**src/rtl/spi_txn_arbiter.sv**
```systemverilog
// spi_txn_arbiter
//   Shares one byte-wide SPI master engine between NUM_REQ requesters.
//   Picks a requester round-robin and drives its active-low slave select.
//   Sends its 1-4 byte burst one byte at a time, LSB byte first.
//   Returns the received bytes assembled into rdata_o.
//
// Ports
//   HCLK, HRESETn    clock, synchronous active-low reset
//   req_i            per-requester request level, held until its done_o pulse
//   len_i            per-requester byte count (3 bits each, clamped to 1..4)
//   wdata_i          per-requester write word (32 bits each)
//   ss_idx_i         per-requester slave-select index (SS_IDX_W bits each)
//   gnt_o            one-hot grant, held for the whole burst
//   done_o           one-cycle completion pulse to the requester just served
//   rdata_o          read word of the last completed burst, upper unused bytes 0
//   busy_o           high whenever the FSM is not idle
//   spi_start_o      one-cycle start pulse to the SPI master
//   spi_tx_data_o    byte to send, valid while spi_start_o is high
//   spi_rx_data_i    byte received by the master
//   spi_ready_i      master idle/ready
//   spi_ss_o         active-low slave selects
//   dbg_state_o      current FSM state encoding, for observation only
//
// Handshakes
//   Requester side: req_i is a level. It is sampled only while idle and is
//   ignored once the burst has been granted. done_o marks the end of the burst.
//   Master side: one spi_start_o pulse is sent per byte. The byte is treated as
//   finished when spi_ready_i first drops low after the pulse and then returns
//   high. spi_rx_data_i is captured on that rising return of spi_ready_i.
module spi_txn_arbiter #(
   parameter int NUM_REQ  = 4,
   parameter int SS_WIDTH = 32,
   parameter int SS_IDX_W = 5
) (
   input  logic                         HCLK,
   input  logic                         HRESETn,
   input  logic [NUM_REQ-1:0]           req_i,
   input  logic [3*NUM_REQ-1:0]         len_i,
   input  logic [32*NUM_REQ-1:0]        wdata_i,
   input  logic [SS_IDX_W*NUM_REQ-1:0]  ss_idx_i,
   output logic [NUM_REQ-1:0]           gnt_o,
   output logic [NUM_REQ-1:0]           done_o,
   output logic [31:0]                  rdata_o,
   output logic                         busy_o,
   output logic                         spi_start_o,
   output logic [7:0]                   spi_tx_data_o,
   input  logic [7:0]                   spi_rx_data_i,
   input  logic                         spi_ready_i,
   output logic [SS_WIDTH-1:0]          spi_ss_o,
   output logic [2:0]                   dbg_state_o
);

   localparam int PTR_W = (NUM_REQ > 1) ? $clog2(NUM_REQ) : 1;

   typedef enum logic [2:0] {
      ST_IDLE      = 3'd0,
      ST_START     = 3'd1,
      ST_WAIT_BUSY = 3'd2,
      ST_WAIT_DONE = 3'd3,
      ST_COMPLETE  = 3'd4
   } state_t;

   state_t                state_q, state_d;
   logic [PTR_W-1:0]      ptr_q, ptr_d;
   logic [NUM_REQ-1:0]    gnt_q, gnt_d;
   logic [NUM_REQ-1:0]    done_q, done_d;
   logic [31:0]           wdata_q, wdata_d;
   logic [2:0]            len_q, len_d;
   logic [2:0]            cnt_q, cnt_d;
   logic [31:0]           shadow_q, shadow_d;
   logic [31:0]           rdata_q, rdata_d;
   logic                  start_q, start_d;
   logic [7:0]            tx_q, tx_d;
   logic [SS_WIDTH-1:0]   ss_q, ss_d;

   // Per-requester fields unpacked for indexing by the winner.
   logic [2:0]            len_a   [NUM_REQ];
   logic [31:0]           wdata_a [NUM_REQ];
   logic [SS_IDX_W-1:0]   ss_a    [NUM_REQ];

   for (genvar g = 0; g < NUM_REQ; g++) begin : g_unpack
      assign len_a[g]   = len_i[g*3 +: 3];
      assign wdata_a[g] = wdata_i[g*32 +: 32];
      assign ss_a[g]    = ss_idx_i[g*SS_IDX_W +: SS_IDX_W];
   end

   // Round-robin winner. Scanning offsets from farthest to nearest lets the
   // nearest set request after the pointer overwrite the others.
   logic [PTR_W-1:0]      win_idx;
   logic [PTR_W-1:0]      cand;
   logic                  any_req;
   logic [2:0]            win_len;
   logic [SS_WIDTH-1:0]   win_ss;
   logic [31:0]           tx_shift;

   always_comb begin
      win_idx = '0;
      cand    = '0;
      any_req = |req_i;
      for (int off = NUM_REQ; off >= 1; off--) begin
         cand = PTR_W'((int'(ptr_q) + off) % NUM_REQ);
         if (req_i[cand]) win_idx = cand;
      end
      // Clamp the length: 0 is sent as 1 byte, and 5..7 are sent as 4 bytes.
      if (len_a[win_idx] == 3'd0)      win_len = 3'd1;
      else if (len_a[win_idx] > 3'd4)  win_len = 3'd4;
      else                             win_len = len_a[win_idx];
      // An index beyond the bus width matches no bit and selects no slave.
      win_ss = '1;
      for (int i = 0; i < SS_WIDTH; i++) begin
         if (int'(ss_a[win_idx]) == i) win_ss[i] = 1'b0;
      end
   end

   // FSM process 1: state register
   always_ff @(posedge HCLK) begin
      if (!HRESETn) state_q <= ST_IDLE;
      else          state_q <= state_d;
   end

   // FSM process 2: next state
   always_comb begin
      state_d = state_q;
      case (state_q)
         ST_IDLE:      if (any_req && spi_ready_i) state_d = ST_START;
         ST_START:     state_d = ST_WAIT_BUSY;
         ST_WAIT_BUSY: if (!spi_ready_i) state_d = ST_WAIT_DONE;
         ST_WAIT_DONE: if (spi_ready_i) begin
                          if ((cnt_q + 3'd1) < len_q) state_d = ST_START;
                          else                        state_d = ST_COMPLETE;
                       end
         ST_COMPLETE:  state_d = ST_IDLE;
         default:      state_d = ST_IDLE;
      endcase
   end

   // FSM process 3: outputs and datapath next values
   always_comb begin
      ptr_d    = ptr_q;
      gnt_d    = gnt_q;
      done_d   = '0;
      wdata_d  = wdata_q;
      len_d    = len_q;
      cnt_d    = cnt_q;
      shadow_d = shadow_q;
      rdata_d  = rdata_q;
      start_d  = 1'b0;
      tx_d     = 8'h00;
      ss_d     = ss_q;
      tx_shift = wdata_q >> {cnt_q[1:0], 3'b000};
      busy_o      = (state_q != ST_IDLE);
      dbg_state_o = state_q;
      case (state_q)
         ST_IDLE: if (any_req && spi_ready_i) begin
            ptr_d    = win_idx;
            gnt_d    = NUM_REQ'(1) << win_idx;
            wdata_d  = wdata_a[win_idx];
            len_d    = win_len;
            cnt_d    = 3'd0;
            shadow_d = 32'h0;
            ss_d     = win_ss;
         end
         // The start pulse and its byte are registered, so they appear in
         // the cycle after START, one cycle after the grant.
         ST_START: begin
            start_d = 1'b1;
            tx_d    = tx_shift[7:0];
         end
         ST_WAIT_DONE: if (spi_ready_i) begin
            case (cnt_q[1:0])
               2'd0: shadow_d[7:0]   = spi_rx_data_i;
               2'd1: shadow_d[15:8]  = spi_rx_data_i;
               2'd2: shadow_d[23:16] = spi_rx_data_i;
               default: shadow_d[31:24] = spi_rx_data_i;
            endcase
            cnt_d = cnt_q + 3'd1;
            // On the last byte, the COMPLETE cycle sees the finished result.
            // rdata is updated, the grant and SS are released, and done pulses.
            if ((cnt_q + 3'd1) >= len_q) begin
               rdata_d = shadow_d;
               gnt_d   = '0;
               ss_d    = '1;
               done_d  = gnt_q;
            end
         end
         default: ;
      endcase
   end

   always_ff @(posedge HCLK) begin
      if (!HRESETn) begin
         ptr_q    <= PTR_W'(NUM_REQ - 1);
         gnt_q    <= '0;
         done_q   <= '0;
         wdata_q  <= 32'h0;
         len_q    <= 3'd1;
         cnt_q    <= 3'd0;
         shadow_q <= 32'h0;
         rdata_q  <= 32'h0;
         start_q  <= 1'b0;
         tx_q     <= 8'h00;
         ss_q     <= '1;
      end else begin
         ptr_q    <= ptr_d;
         gnt_q    <= gnt_d;
         done_q   <= done_d;
         wdata_q  <= wdata_d;
         len_q    <= len_d;
         cnt_q    <= cnt_d;
         shadow_q <= shadow_d;
         rdata_q  <= rdata_d;
         start_q  <= start_d;
         tx_q     <= tx_d;
         ss_q     <= ss_d;
      end
   end

   assign gnt_o         = gnt_q;
   assign done_o        = done_q;
   assign rdata_o       = rdata_q;
   assign spi_start_o   = start_q;
   assign spi_tx_data_o = tx_q;
   assign spi_ss_o      = ss_q;

endmodule

```
**config.mk**
```make
export PLATFORM = sky130hd
export DESIGN_NAME = spi_txn_arbiter
export DESIGN_NICKNAME = d
export VERILOG_FILES = /design/src/rtl/spi_txn_arbiter.sv
export SDC_FILE = /design/constraint.sdc
export NUM_CORES = 1
export LEC_CHECK = 0
export ABC_AREA = 1
export BUFFER_PORTS_ARGS = -buffer_cell sky130_fd_sc_hd__buf_2
export CORE_MARGIN = 8
export CORE_UTILIZATION = 45
export CTS_CLUSTER_DIAMETER = 50
export DETAILED_ROUTE_END_ITERATION = 8
export HOLD_SLACK_MARGIN = 0.03
export PLACE_DENSITY = 0.74
export SYNTH_ARGS = -nofsm -noshare
export SYNTH_HDL_FRONTEND = slang
export SYNTH_SLANG_ARGS = --single-unit
```
**constraint.sdc**
```tcl
create_clock -name HCLK -period 3.8 [get_ports HCLK]
set_clock_uncertainty 0.05 [all_clocks]
set_input_delay 0.38 -clock HCLK [delete_from_list [all_inputs] [get_ports HCLK]]
set_output_delay 0.38 -clock HCLK [all_outputs]
set_load 0.01 [all_outputs]
```
Word-level counts from Yosys, hierarchy flattened
Cells that the tools add are included.
{"block": "totals", "out_inout_bits": 85, "word_cells": 163, "regBits": 156, "input_bits": 175}
{"block": "classes", "n_shift": 2, "addsub": 5, "n_bitwise": 1, "order_cmp": 8, "reduce_logical": 16, "mux": 79, "eq_ne": 40}
{"operator": "$mux 32", "n": 7}
{"operator": "$pmux 32 s2", "n": 2}
{"operator": "$eq 5x5->1 const B", "n": 16}
{"operator": "$bmux 32 s2", "n": 1}
{"operator": "$eq 5x4->1 const B", "n": 8}
{"operator": "$mux 1", "n": 37}
{"operator": "$mux 8", "n": 4}
{"operator": "$shr 32x5->8", "n": 1}
{"operator": "$mux 3", "n": 10}
{"operator": "$eq 5x3->1 const B", "n": 4}
{"operator": "$lt 2x3->1 const B", "n": 4}
{"operator": "$mux 4", "n": 3}
{"operator": "$pmux 3 s4", "n": 1}
{"operator": "$bmux 5 s2", "n": 1}
{"operator": "$eq 5x2->1 const B", "n": 2}
{"operator": "$mux 5", "n": 2}
{"operator": "$reduce_and 3->1", "n": 3}
{"operator": "$bmux 1 s2", "n": 4}
{"operator": "$mux 2", "n": 4}
{"operator": "$ne 2x2->1 const B", "n": 4}
{"operator": "$pmux 4 s2", "n": 1}
{"operator": "$reduce_and 4->1", "n": 2}
{"operator": "$bmux 3 s2", "n": 1}
{"operator": "$eq 3x2->1 const B", "n": 2}
{"operator": "23 further kinds", "n": 27}

Logic depth before layout (Yosys ltp)
{"block": "depth", "ltp_word": 15, "mapped_depth": 20, "ltp_nobuf": 17}

Least setup slack after synthesis
No wires, ideal clock.
{"block": "synth_path", "path_kind": "flip-flop to flip-flop", "from": "reg cnt_q[0]", "to": "reg shadow_q[10]", "arrival_ns": 2.953, "stages_incl_launch_ff": 21, "required_time_ns": 3.634, "slack_ns": 0.681, "setup_ns": 0.116, "n_path_buf": 5, "synth_period_minus_slack_ns": 3.119, "path_cell_list": "dfxtp_1 > clkbuf_1 > inv_1 > clkbuf_1 > ha_1 > ha_1 > nand2_1 > o21ai_0 > nand2_1 > o21ai_2 > inv_2 > nand2_1 > nand2_1 > nor2_2 > buf_4 > nor2_4 > inv_2 > buf_6 > buf_4 > o21ai_1 > o211a_1"}
{"block": "synth_via", "elab_chain_len": 4}
{"element": "start: declaration", "line_no": "69", "source": "logic [2:0] cnt_q, cnt_d;"}
{"element": "start signal: assignment", "line_no": "209", "source": "cnt_q <= cnt_d;"}
{"element": "$eq 2x1->1", "line_no": "170", "source": "case (cnt_q[1:0])"}
{"element": "$mux 8", "line_no": "170"}
{"element": "$mux 32", "line_no": "169", "source": "ST_WAIT_DONE: if (spi_ready_i) begin"}
{"element": "$pmux 32 s2", "line_no": "153", "source": "case (state_q)"}
{"element": "end signal: assignment", "line_no": "210", "source": "shadow_q <= shadow_d;"}
{"element": "end: declaration", "line_no": "70", "source": "logic [31:0] shadow_q, shadow_d;"}
No other way between the ends. The select of a mux whose other input is x is not followed.
A chain may end at the register's enable or synchronous reset.

Worst setup path in the final report
{"block": "layout_path", "from": "reg cnt_q[1]", "to": "reg ss_q[27] (netlist: spi_ss_o[27])"}
{"block": "layout_via", "elab_chain_len": 4}
{"element": "$add 3x1->3", "line_no": "179", "source": "if ((cnt_q + 3'd1) >= len_q) begin"}
{"element": "$ge 3x3->1", "line_no": "179"}
{"element": "$ne 2x2->1 (no line)"}
{"element": "$reduce_and 4->1 (no line)"}
{"element": "end signal: assignment", "line_no": "214", "source": "ss_q <= ss_d;"}
{"element": "end: declaration", "line_no": "74", "source": "logic [SS_WIDTH-1:0] ss_q, ss_d;"}
No other way between the ends.

==> run metrics <==
status completed; total number of vias approximately 8300; # placed instances 1538; input/output buffers ~260; Synth Net Count 1302; die area 21900 um2; Final Hold Fails 0; initial antenna violation count 1; post-CTS resize count 0; Die Wd between 100 and 150 um; # fillers 1676; clk_lat worst skew between 0.4 and 0.5 ns; post-synth cell types 37; Setup Fix Bufs, Post-CTS 0; arrival time of the worst setup path between 3 and 4 ns; Yosys reg bits approximately 160; WL final 24300 um; top_reg_cell synth dfxtp_1; Post-synth EDFFs 0; DP Area approximately 9000 um2; WS Path Type reg2reg; Final Cycle Share 0.887; Gate Count Post-Synth 1119; nets 1515; register area roughly 3100 um2; CP Max Fanout 37; I/O pin total 260; gpl congestion 0.834; worst reg2reg startpoint cnt_q[1]; WHS approximately 0.13 ns; Syn Std Cell Area just under 8000 um2; unrepaired setup endpoints after global routing false; Sink Count 156; DRT antenna net count 0; synthesis-to-layout area growth 24.5%; share of cells above drive strength 1 0.251; clock slew at reported path FFs 0.06 ns; max-slew violations 0; Iteration-0 DRC Markers around 620; htree depth 4; Post-CTS Hold Fix Bufs 0; TritonCTS clock tree built; Synth warnings 0; Seq/Total Area, Yosys 0.398; average wire per standard cell around 15 um; Worst VDD drop around 470 uV; Final HPWL DP around 18000 um; final setup fails 0; area taken by multi-input logic gates 4110 um2; worst hold start wdata_i[100]; first-pass GRT wire length around 38000 um; vias in the first global route approximately 7700; fin cells roughly 1600; max cap viols 0; vias per inst 5.29; Core ar. between 15000 and 20000 um2; Initial Utilization 0.457; fraction of registers with async set/reset 0; final worst slack ~0.43 ns; WP data required between 4 and 5 ns; GRT Total Usage 0.212; Fin Setup TNS 0 ns; relative slew slack 0.351; crit path capture type flop; dpl ws ~0.45 ns; Startpoint Class flop; gr ovfl total 0; CTS Root Cell clkbuf_16; Final min period around 3.4 ns; PwrDens approximately 950 nW/um2; DR pass1 iterations 5; largest net degree at the start of global routing between 50 and 60; crit path from cnt_q[1]; Max Root-Sink Buffers 2; DRC 0; Leak around 4.6 nW; slew at the pin closest to its max-slew limit between 0.9 and 1 ns; Chip Height around 150 um; Final Cell Area just under 10000 um2; Rows 48; TritonCTS Buffers 17; syn_area_per_cell roughly 7 um2; fmax 297 MHz; Hold Path Class in2reg
-- flip-flops by register name, summed over array words and instances (netlist names), 4 cells and up --
signal         cells
shadow_q          32
gnt_o              4
spi_tx_data_o      8
spi_ss_o          32
rdata_o           32
wdata_q           32
done_o             4
-- routing by layer --
metal	vias to the layer above	global-route usage	share of wire
li1	4189	-	-
met1	3820	0.263	0.43
met2	281	0.357	0.48
met3	21	0.0523	0.068
met4	0	0.0617	0.013
met5	-	0	0
-- synthesized netlist by cell type (9+ instances only) --
library cell	number	area (um2)
buf_2	21	105
inv_1	55	206
nand4_1	10	62.6
o211a_1	23	230
nand2_1	314	1180
dfxtp_1	156	3120
nand2_2	9	56.3
a31oi_1	14	87.6
clkbuf_1	31	116
buf_4	10	75.1
inv_2	9	33.8
buf_1	10	37.5
a22oi_1	14	105
nand3_1	80	400
o21ai_1	11	55.1
nor2_1	93	349
a21oi_1	90	450
o21ai_0	91	455
a211oi_1	27	203
nor2_4	11	124
-- kinds of logic after synthesis --
| logic type | Yosys count | synth area share |
|---|---|---|
| simple gates | 531 | 0.294 |
| compound gates | 281 | 0.215 |
| flops | 156 | 0.398 |
| buf+inv | 142 | 0.0800 |
| fa+ha+maj | 8 | 0.0127 |
| xor+xnor | 1 | 0.00112 |
-- cell usage in the layout (no fill, tap or decap), types with 3 or more instances in the layout --
master and count:
nand2_1 314, buf_2 259, dfxtp_1 156, nor2_1 93, o21ai_0 91, a21oi_1 90
nand3_1 80, inv_1 55, a211oi_1 27, o211a_1 23, clkbuf_16 17, a22oi_1 14
a31oi_1 14, nor2_4 12, o21ai_1 11, nand4_1 10, inv_2 10, buf_4 10
nand2_2 9, a41oi_1 8, ha_1 8, clkbuf_1 4, bufinv_16 4, nand3b_1 3
-- final timing paths --
path	end	slack [ns]	depth (start not counted)
max	spi_ss_o[27]	0.43	15
min	wdata_q[4]	0.13	3
max reg2reg	spi_ss_o[27]	0.43	15
min reg2reg	rdata_o[7]	0.41	2
-- per-stage QoR --
step,utilization,power [mW]
final,0.569,9.32
after global routing,0.569,10.1
after CTS,0.569,9.34
after detailed placement,0.532,7.52
after global placement,0.532,7.43
after floorplan,-,6.36
-- worst max-delay path, stage by stage, from the launching register on --
cell,delay (ns)
dfxtp_1,0.38
buf_4,0.19
ha_1,0.17
xor2_1,0.19
ha_1,0.28
a21oi_1,0.14
o21ai_0,0.12
nand2_1,0.13
o21ai_4,0.08
inv_2,0.14
nand2_1,0.07
nand2_1,0.12
buf_4,0.37
inv_1,0.53
nand2_1,0.22
nand2_1,0.07
-- layout make-up --
type | count | area share
multi-input combinational | 821 | 0.421
sequential | 156 | 0.320
tap | 225 | 0.0288
inverter | 67 | 0.0262
clock buffer | 21 | 0.0451
antenna | 1 | 0.000256
timing repair buffer | 269 | 0.140
clock inverter | 11 | 0.0188
-- report_power, final --
part           total, mW  switching [mW]  internal [mW]
sequential          2.49           0.305           2.18
combinational       5.03            3.45           1.58
clock               1.80           0.689           1.11
total               9.32            4.45           4.88
Note: power is estimated with default switching activity, not from simulation.
